### config.mk
export PLATFORM = sky130hd
export DESIGN_NAME = i2c_write_sequencer
export DESIGN_NICKNAME = d
export VERILOG_FILES = /design/src/rtl/i2c_write_sequencer.sv
export SDC_FILE = /design/constraint.sdc
export NUM_CORES = 1
export LEC_CHECK = 0
export ABC_CLOCK_PERIOD_IN_PS = 1800
export CORE_MARGIN = 3
export CORE_UTILIZATION = 37
export DETAILED_ROUTE_END_ITERATION = 8
export GPL_ROUTABILITY_DRIVEN = 1
export PLACE_DENSITY = 0.75
export SYNTH_ARGS = -nofsm -noshare
export SYNTH_HDL_FRONTEND = slang
export SYNTH_SLANG_ARGS = --single-unit
### constraint.sdc
create_clock -name clk -period 1.8 [get_ports clk]
set_input_delay 0.18 -clock clk [delete_from_list [all_inputs] [get_ports clk]]
set_output_delay 0.18 -clock clk [all_outputs]
set_load 0.1 [all_outputs]
### src/rtl/i2c_write_sequencer.sv
// i2c_write_sequencer: I2C master write sequencer (START, addr+W, ACK, data, ACK, STOP) driving an external bit counter
module i2c_write_sequencer #(
  parameter int CLK_DIV = 4
) (
  input  logic        clk,
  input  logic        Reset,
  input  logic        start,
  input  logic [6:0]  slave_addr,
  input  logic [7:0]  wr_data,
  input  logic [31:0] EightBitCount,
  output logic        LoadEightBitCount,
  output logic        DecEightBitCount,
  output logic        scl,
  output logic        sda_oe,
  input  logic        sda_in,
  output logic        busy,
  output logic        done,
  output logic        ack_error
);
  localparam int DW = CLK_DIV > 1 ? $clog2(CLK_DIV) : 1;
  typedef enum logic [2:0] {IDLE, START, ADDR, ADDR_ACK, DATA, DATA_ACK, STOP, DONE} state_t;
  state_t state, state_nx;
  logic [DW-1:0] div;
  logic [1:0] q;
  logic [7:0] shreg, data_q;
  logic ack_smp, tick, q3t, is_ack, is_bit;
  assign tick = state != IDLE && div == DW'(CLK_DIV - 1);
  assign q3t = tick && q == 2'd3;
  assign is_ack = state == ADDR_ACK || state == DATA_ACK;
  assign is_bit = state == ADDR || state == DATA;
  assign busy = state != IDLE;
  assign done = state == DONE;
  always_comb begin
    state_nx = state;
    LoadEightBitCount = 1'b0;
    DecEightBitCount = 1'b0;
    scl = 1'b1;
    sda_oe = 1'b0;
    case (state)
      IDLE: state_nx = start ? START : IDLE;
      START: begin
        sda_oe = q[1];
        if (q3t) begin
          state_nx = ADDR;
          LoadEightBitCount = 1'b1;
        end
      end
      ADDR, DATA: begin
        scl = q[1];
        sda_oe = ~shreg[7];
        if (q3t) begin
          DecEightBitCount = 1'b1;
          if (EightBitCount == 32'd1) state_nx = state == ADDR ? ADDR_ACK : DATA_ACK;
        end
      end
      ADDR_ACK, DATA_ACK: begin
        scl = q[1];
        if (q3t) begin
          state_nx = (ack_smp || state == DATA_ACK) ? STOP : DATA;
          LoadEightBitCount = !ack_smp && state == ADDR_ACK;
        end
      end
      STOP: begin
        scl = q[1];
        sda_oe = q != 2'd3;
        if (q3t) state_nx = DONE;
      end
      default: state_nx = IDLE;
    endcase
  end
  always_ff @(posedge clk) begin
    if (Reset) begin
      state <= IDLE;
      div <= '0;
      q <= '0;
      shreg <= '0;
      data_q <= '0;
      ack_smp <= 1'b0;
      ack_error <= 1'b0;
    end else begin
      state <= state_nx;
      div <= (state == IDLE || tick) ? '0 : div + 1'b1;
      q <= state == IDLE ? 2'd0 : q + {1'b0, tick};
      ack_smp <= (is_ack && tick && q == 2'd2) ? sda_in : ack_smp;
      if (state == IDLE && start) begin
        shreg <= {slave_addr, 1'b0};
        data_q <= wr_data;
        ack_error <= 1'b0;
      end else if (is_bit && q3t) begin
        shreg <= {shreg[6:0], 1'b0};
      end else if (state == ADDR_ACK && q3t && !ack_smp) begin
        shreg <= data_q;
      end
      if (is_ack && q3t && ack_smp) ack_error <= 1'b1;
    end
  end
endmodule

Yosys cells after proc, flatten, opt, wreduce, memory -nomap -nowiden --
Cells that the tools add are included.
Storage, ports and cells: register bits after elaboration 25, bits of input ports 51, output and inout port bits 7, word-level logic and storage cells 75
Operators by class: $add $sub $neg 2, eq/ne operators 17, multiplexer cells 20, bitwise logic cells 1, reduce and logical (&&, ||, !) cells 27
Operators by type and width (number):
- $eq A32 B1 Y1 const B | 1
- $mux W8 | 3
- $mux W3 | 6
- $pmux W3 S5 | 1
- $eq A3 B3 Y1 const B | 4
- $ne A2 B2 Y1 const B | 6
- $logic_and A1 B1 Y1 | 11
- $reduce_or A2 Y1 | 4
- $mux W1 | 7
- $eq A2 B2 Y1 const B | 3
- $eq A3 B2 Y1 const B | 2
- $reduce_bool A3 Y1 | 2
- $reduce_and A5 Y1 | 1
- $reduce_or A5 Y1 | 1
- $logic_or A1 B1 Y1 | 4
- $eq A3 B1 Y1 const B | 1
- $logic_not A3 Y1 | 1
- $pmux W1 S3 | 1
- $reduce_or A3 Y1 | 1
- $add A2 B1 Y2 | 1
- $add A2 B1 Y2 const B | 1
- $mux W2 | 1
- $pmux W1 S2 | 1
- $reduce_bool A2 Y1 | 1
- other kinds (2) | 2

Longest topological paths before layout --
Gate-level depths: netlist of run 1.
depth after elaboration 8, mapped depth 7, mapped depth without buffers 5

Least setup slack after synthesis of run 1 --
No wires, ideal clock.
kind reg-to-output, from register div[0], to output port LoadEightBitCount, data arrival time 3.122 ns, required time 1.620 ns, path slack -1.502 ns, cell stages (with the launch flop) 5, buffers on the path 0, cells stage by stage dfxtp_1 ha_1 and3_2 nand2_1 a211oi_1
Between the ends: cells in the longest elaborated chain, start to end 5, elaborated cells on any way between the ends 6, classes of those cells 1 x eq/ne; 3 x mux; 2 x reduce/logical
RTL lines:
- start, declared | line 23 | logic [DW-1:0] div;
- start signal, assigned | line 82 | div <= (state == IDLE || tick) ? '0 : div + 1'b1;
- $eq A2 B2 Y1 (*) | line 27 | assign tick = state != IDLE && div == DW'(CLK_DIV - 1);
- $logic_and A1 B1 Y1 (*) | line 27
- $logic_and A1 B1 Y1 (*) | line 28 | assign q3t = tick && q == 2'd3;
- $mux W1, on equally long branches | line 58, 43
- $pmux W1 S2 (*) | line 39 | case (state)
- end, declared | line 11 | output logic LoadEightBitCount,
Every way passes the cells marked *; elsewhere a longest branch is shown, timed or not.

Worst setup path after layout of run 1 --
Ends and elaborated chain as after synthesis.

==> results of run 1 <==
==> metrics by stage <==
stage               power [mW]  util [%]  TNS, ns  instance area (µm²)
global placement         0.842      64.5        0                 2070
global route              1.15      68.6  -0.0132                 2200
finish                    1.10      68.6        0                 2200
CTS                       1.11      67.2        0                 2150
floorplan                0.699         -    -3.02                 1350
detailed placement       0.851      64.5        0                 2070
==> power by group through the flow <==
stage	registers [mW]	clock network [mW]	logic, mW
floorplan	0.601	0	0.0978
global placement	0.610	0	0.232
detailed placement	0.612	0	0.239
CTS	0.598	0.271	0.240
global route	0.600	0.296	0.259
finish	0.598	0.265	0.242
==> area by class of cell <==
class	count	area [µm²]	share of cell area, %
sequential	25	517	23.5
tap	44	55.1	2.51
timing repair buffer	78	786	35.8
clock inverter	1	7.51	0.342
inverter	1	3.75	0.171
multi-input combinational	114	805	36.6
clock buffer	3	22.5	1.03
==> registers in the layout, summed over array words and instances, names as in the netlist <==
| signal | cells |
|---|---|
| ack_smp | 1 |
| state | 3 |
| ack_error | 1 |
| div | 2 |
| shreg | 8 |
| data_q | 8 |
| q | 2 |
==> synth_stat cells (all sizes together) (2+ instances only) <==
cell,instances
dfxtp,25
nand2,22
a21oi,14
nor2,14
nor4,9
a221oi,7
a222oi,7
clkbuf,7
nor3,7
buf,5
nand3,4
nand4b,3
a311oi,2
and3,2
ha,2
nand2b,2
nor2b,2
nor4b,2
o21ai,2
xnor2,2
==> layer usage <==
| layer | wire (µm) | up-vias | GRT usage, % | share of wire, % |
|---|---|---|---|---|
| met5 | 0 | - | 0 | 0 |
| met2 | 2350 | 54 | 36.7 | 54 |
| met3 | 212 | 8 | 2.39 | 4.9 |
| met1 | 1720 | 724 | 25.3 | 39 |
| li1 | - | 718 | - | - |
| met4 | 75 | 0 | 7.51 | 1.7 |
==> final timing paths <==
check,start,to,slack (ns)
max,div[0]$_SDFF_PP0_,LoadEightBitCount,0.06
min,wr_data[3],data_q[3]$_SDFFE_PP0P_,0.37
max reg2reg,state[1]$_SDFFE_PP0P_,shreg[4]$_SDFFE_PP0P_,0.09
min reg2reg,div[0]$_SDFF_PP0_,div[0]$_SDFF_PP0_,0.45
==> logic make-up after synthesis <==
kind of cell / after synthesis / share of synthesized area (%)
adders and majority gates: 2 / 1.92
AOI/OAI and AO/OA: 38 / 21.1
DFF: 25 / 38.4
and+or+nand+nor: 71 / 32.1
muxes: 1 / 0.769
xor gates and xnor gates: 2 / 1.35
buffers and inverters: 13 / 4.32
==> repair_timing <==
item,4_1_cts,5_1_grt
resized for setup,8,4
setup endpoints to repair,5,10
buffers inserted,5,4
pin swaps,2,3
==> worst min-delay path, stage by stage <==
cell,delay [ns]
sky130_fd_sc_hd__clkdlybuf4s50_1,0.39
sky130_fd_sc_hd__nand2_1,0.06
sky130_fd_sc_hd__a21oi_1,0.05
==> results.json, run 1 <==
{
  "power.density_nw_per_um2": 503,
  "leading_register_cell_type_out_of_synthesis": "sky130_fd_sc_hd__dfxtp_1",
  "detailed_place_hpwl_mm": 3.35,
  "postLayoutSetupSlackWorst_ns": 0.0552,
  "drt-wirelength-per-cell_um": 16.4,
  "yosys.cell_types.count": 39,
  "number_of_instances_in_the_synthesized_netlist": 152,
  "initial_utilization_pct": 40.7,
  "synth_fp_nets": 205,
  "timing_max_transition_violations_final": 0,
  "pwr-share-comb_pct": 21.9,
  "floorplan.die_area_um2": 4270,
  "grt_pass1_vias": 1451,
  "grt.total_usage_pct": 20.6,
  "worst_slew_margin_rel_pct": 69.4,
  "worst_pin_slew_ns": 0.457,
  "critPathMaxStageDelay_ns": 0.38,
  "internal-power_uw": 810,
  "worstPathBufferInverterCount": 1,
  "min_delay_path_depth": 3,
  "whs_ns": 0.375,
  "drtAntennaViolNets": 0,
  "critPathCaptureType": "output pin",
  "synth_edf_count": 0,
  "cell_type_contributing_the_most_total_cell_area_after_synthesis": "sky130_fd_sc_hd__dfxtp_1",
  "leading_cell_types_in_the_layout_fill_and_taps_excluded": "50 x sky130_fd_sc_hd__clkdlybuf4s50_1, 22 x sky130_fd_sc_hd__buf_4, 21 x sky130_fd_sc_hd__nand2_1",
  "switchingPower_uw": 295,
  "clk_transition_reported_paths_ns": 0.15,
  "master_of_the_slowest_instance_on_the_critical_path": "sky130_fd_sc_hd__dfxtp_2",
  "status": "complete, no violations",
  "grt_pass1_wl_mm": 6.82,
  "antenna_cells_inserted": 0,
  "yosys_warnings": 0,
  "place.port_buffers": 57,
  "drc": 0,
  "routed-via-count": 1504,
  "worst_ir_drop_vdd_mv": 0.304,
  "synth.yosys.seq_area_share_pct": 38.4,
  "fin_skew_ns": 0.0144,
  "layout-drive-gt1-share_pct": 23.9,
  "cts.sink_count": 25,
  "worstSetupStartpointType": "flop",
  "chipWidth_um": 65.3,
  "chipHeight_um": 65.3,
  "holdBufCountCts": 0,
  "synth.top_cells.by_area": "sky130_fd_sc_hd__dfxtp_1 38%, sky130_fd_sc_hd__nand2_1 6.3%, sky130_fd_sc_hd__a21oi_1 5.4%, sky130_fd_sc_hd__a222oi_1 5.4%, sky130_fd_sc_hd__a221oi_1 4.7%",
  "sequentialPowerShare_pct": 54.1,
  "cts_buffer_depth": 2,
  "cts_tree": "built",
  "hold_path_class": "in -> reg",
  "clock_latency_ns": 0.33,
  "grt_start_max_net_pins": 19,
  "fmaxAchievable_ghz": 0.573,
  "vias_per_cell": 5.65,
  "first_iter_violations": 121,
  "criticalPathCategory": "reg -> out",
  "cap_violations": 0,
  "core_area_um2": 3200,
  "globalRoute.totalOverflow": 0,
  "place.detailed.instances": 253,
  "finalSetupViolCount": 0,
  "ff2ff_path_depth": 6,
  "path_depth": 5,
  "dp_worst_setup_slack_ns": 0.0631,
  "rows": 20,
  "p_sw_share_pct": 26.7,
  "pin_count": 58,
  "placer_congestion": 0.878,
  "area_growth_from_synthesis_to_layout_pct": 68.6,
  "critPathArrivalTime_ns": 1.56,
  "num-fill-cells": 266,
  "crit_chain": "ha_4, and3_4, nand2_2, a211oi_4, buf_12",
  "netlist.area_leader.share_pct": 38.4,
  "final-hold-violation-count": 0,
  "clock_tree.htree_level_count": 1,
  "drt-pass1-iter-count": 7,
  "synthArstFlopShare_pct": 0,
  "netlist_area_um2": 1300,
  "layout_commonest_cell": "sky130_fd_sc_hd__clkdlybuf4s50_1",
  "critPathTopFamily": "flip-flops",
  "synth.avg_cell_area_um2": 8.57,
  "antenna_found_initial": 0,
  "fin_nets": 276,
  "worstPathMaxFanout": 5,
  "cts-root-buf": "sky130_fd_sc_hd__clkbuf_4",
  "instances_no_fill": 266,
  "final_period_minus_worst_setup_slack_ns": 1.74,
  "min_period_over_period_pct": 96.9,
  "postSynthRegisterBits": 25,
  "p_clk_share_pct": 24.0,
  "finalWirelength_mm": 4.36,
  "total_leakage_power_nw": 0.775,
  "critical_path_required_ns": 1.62,
  "cts-buffers-inserted": 3
}
Power figures use the tool's default switching activity.
==> run 2, diff against run 1 <==
SLEW_MARGIN = 20   (was default)
==> results of run 2 <==
Final layout, timing and power as in run 1 (identical DEF).
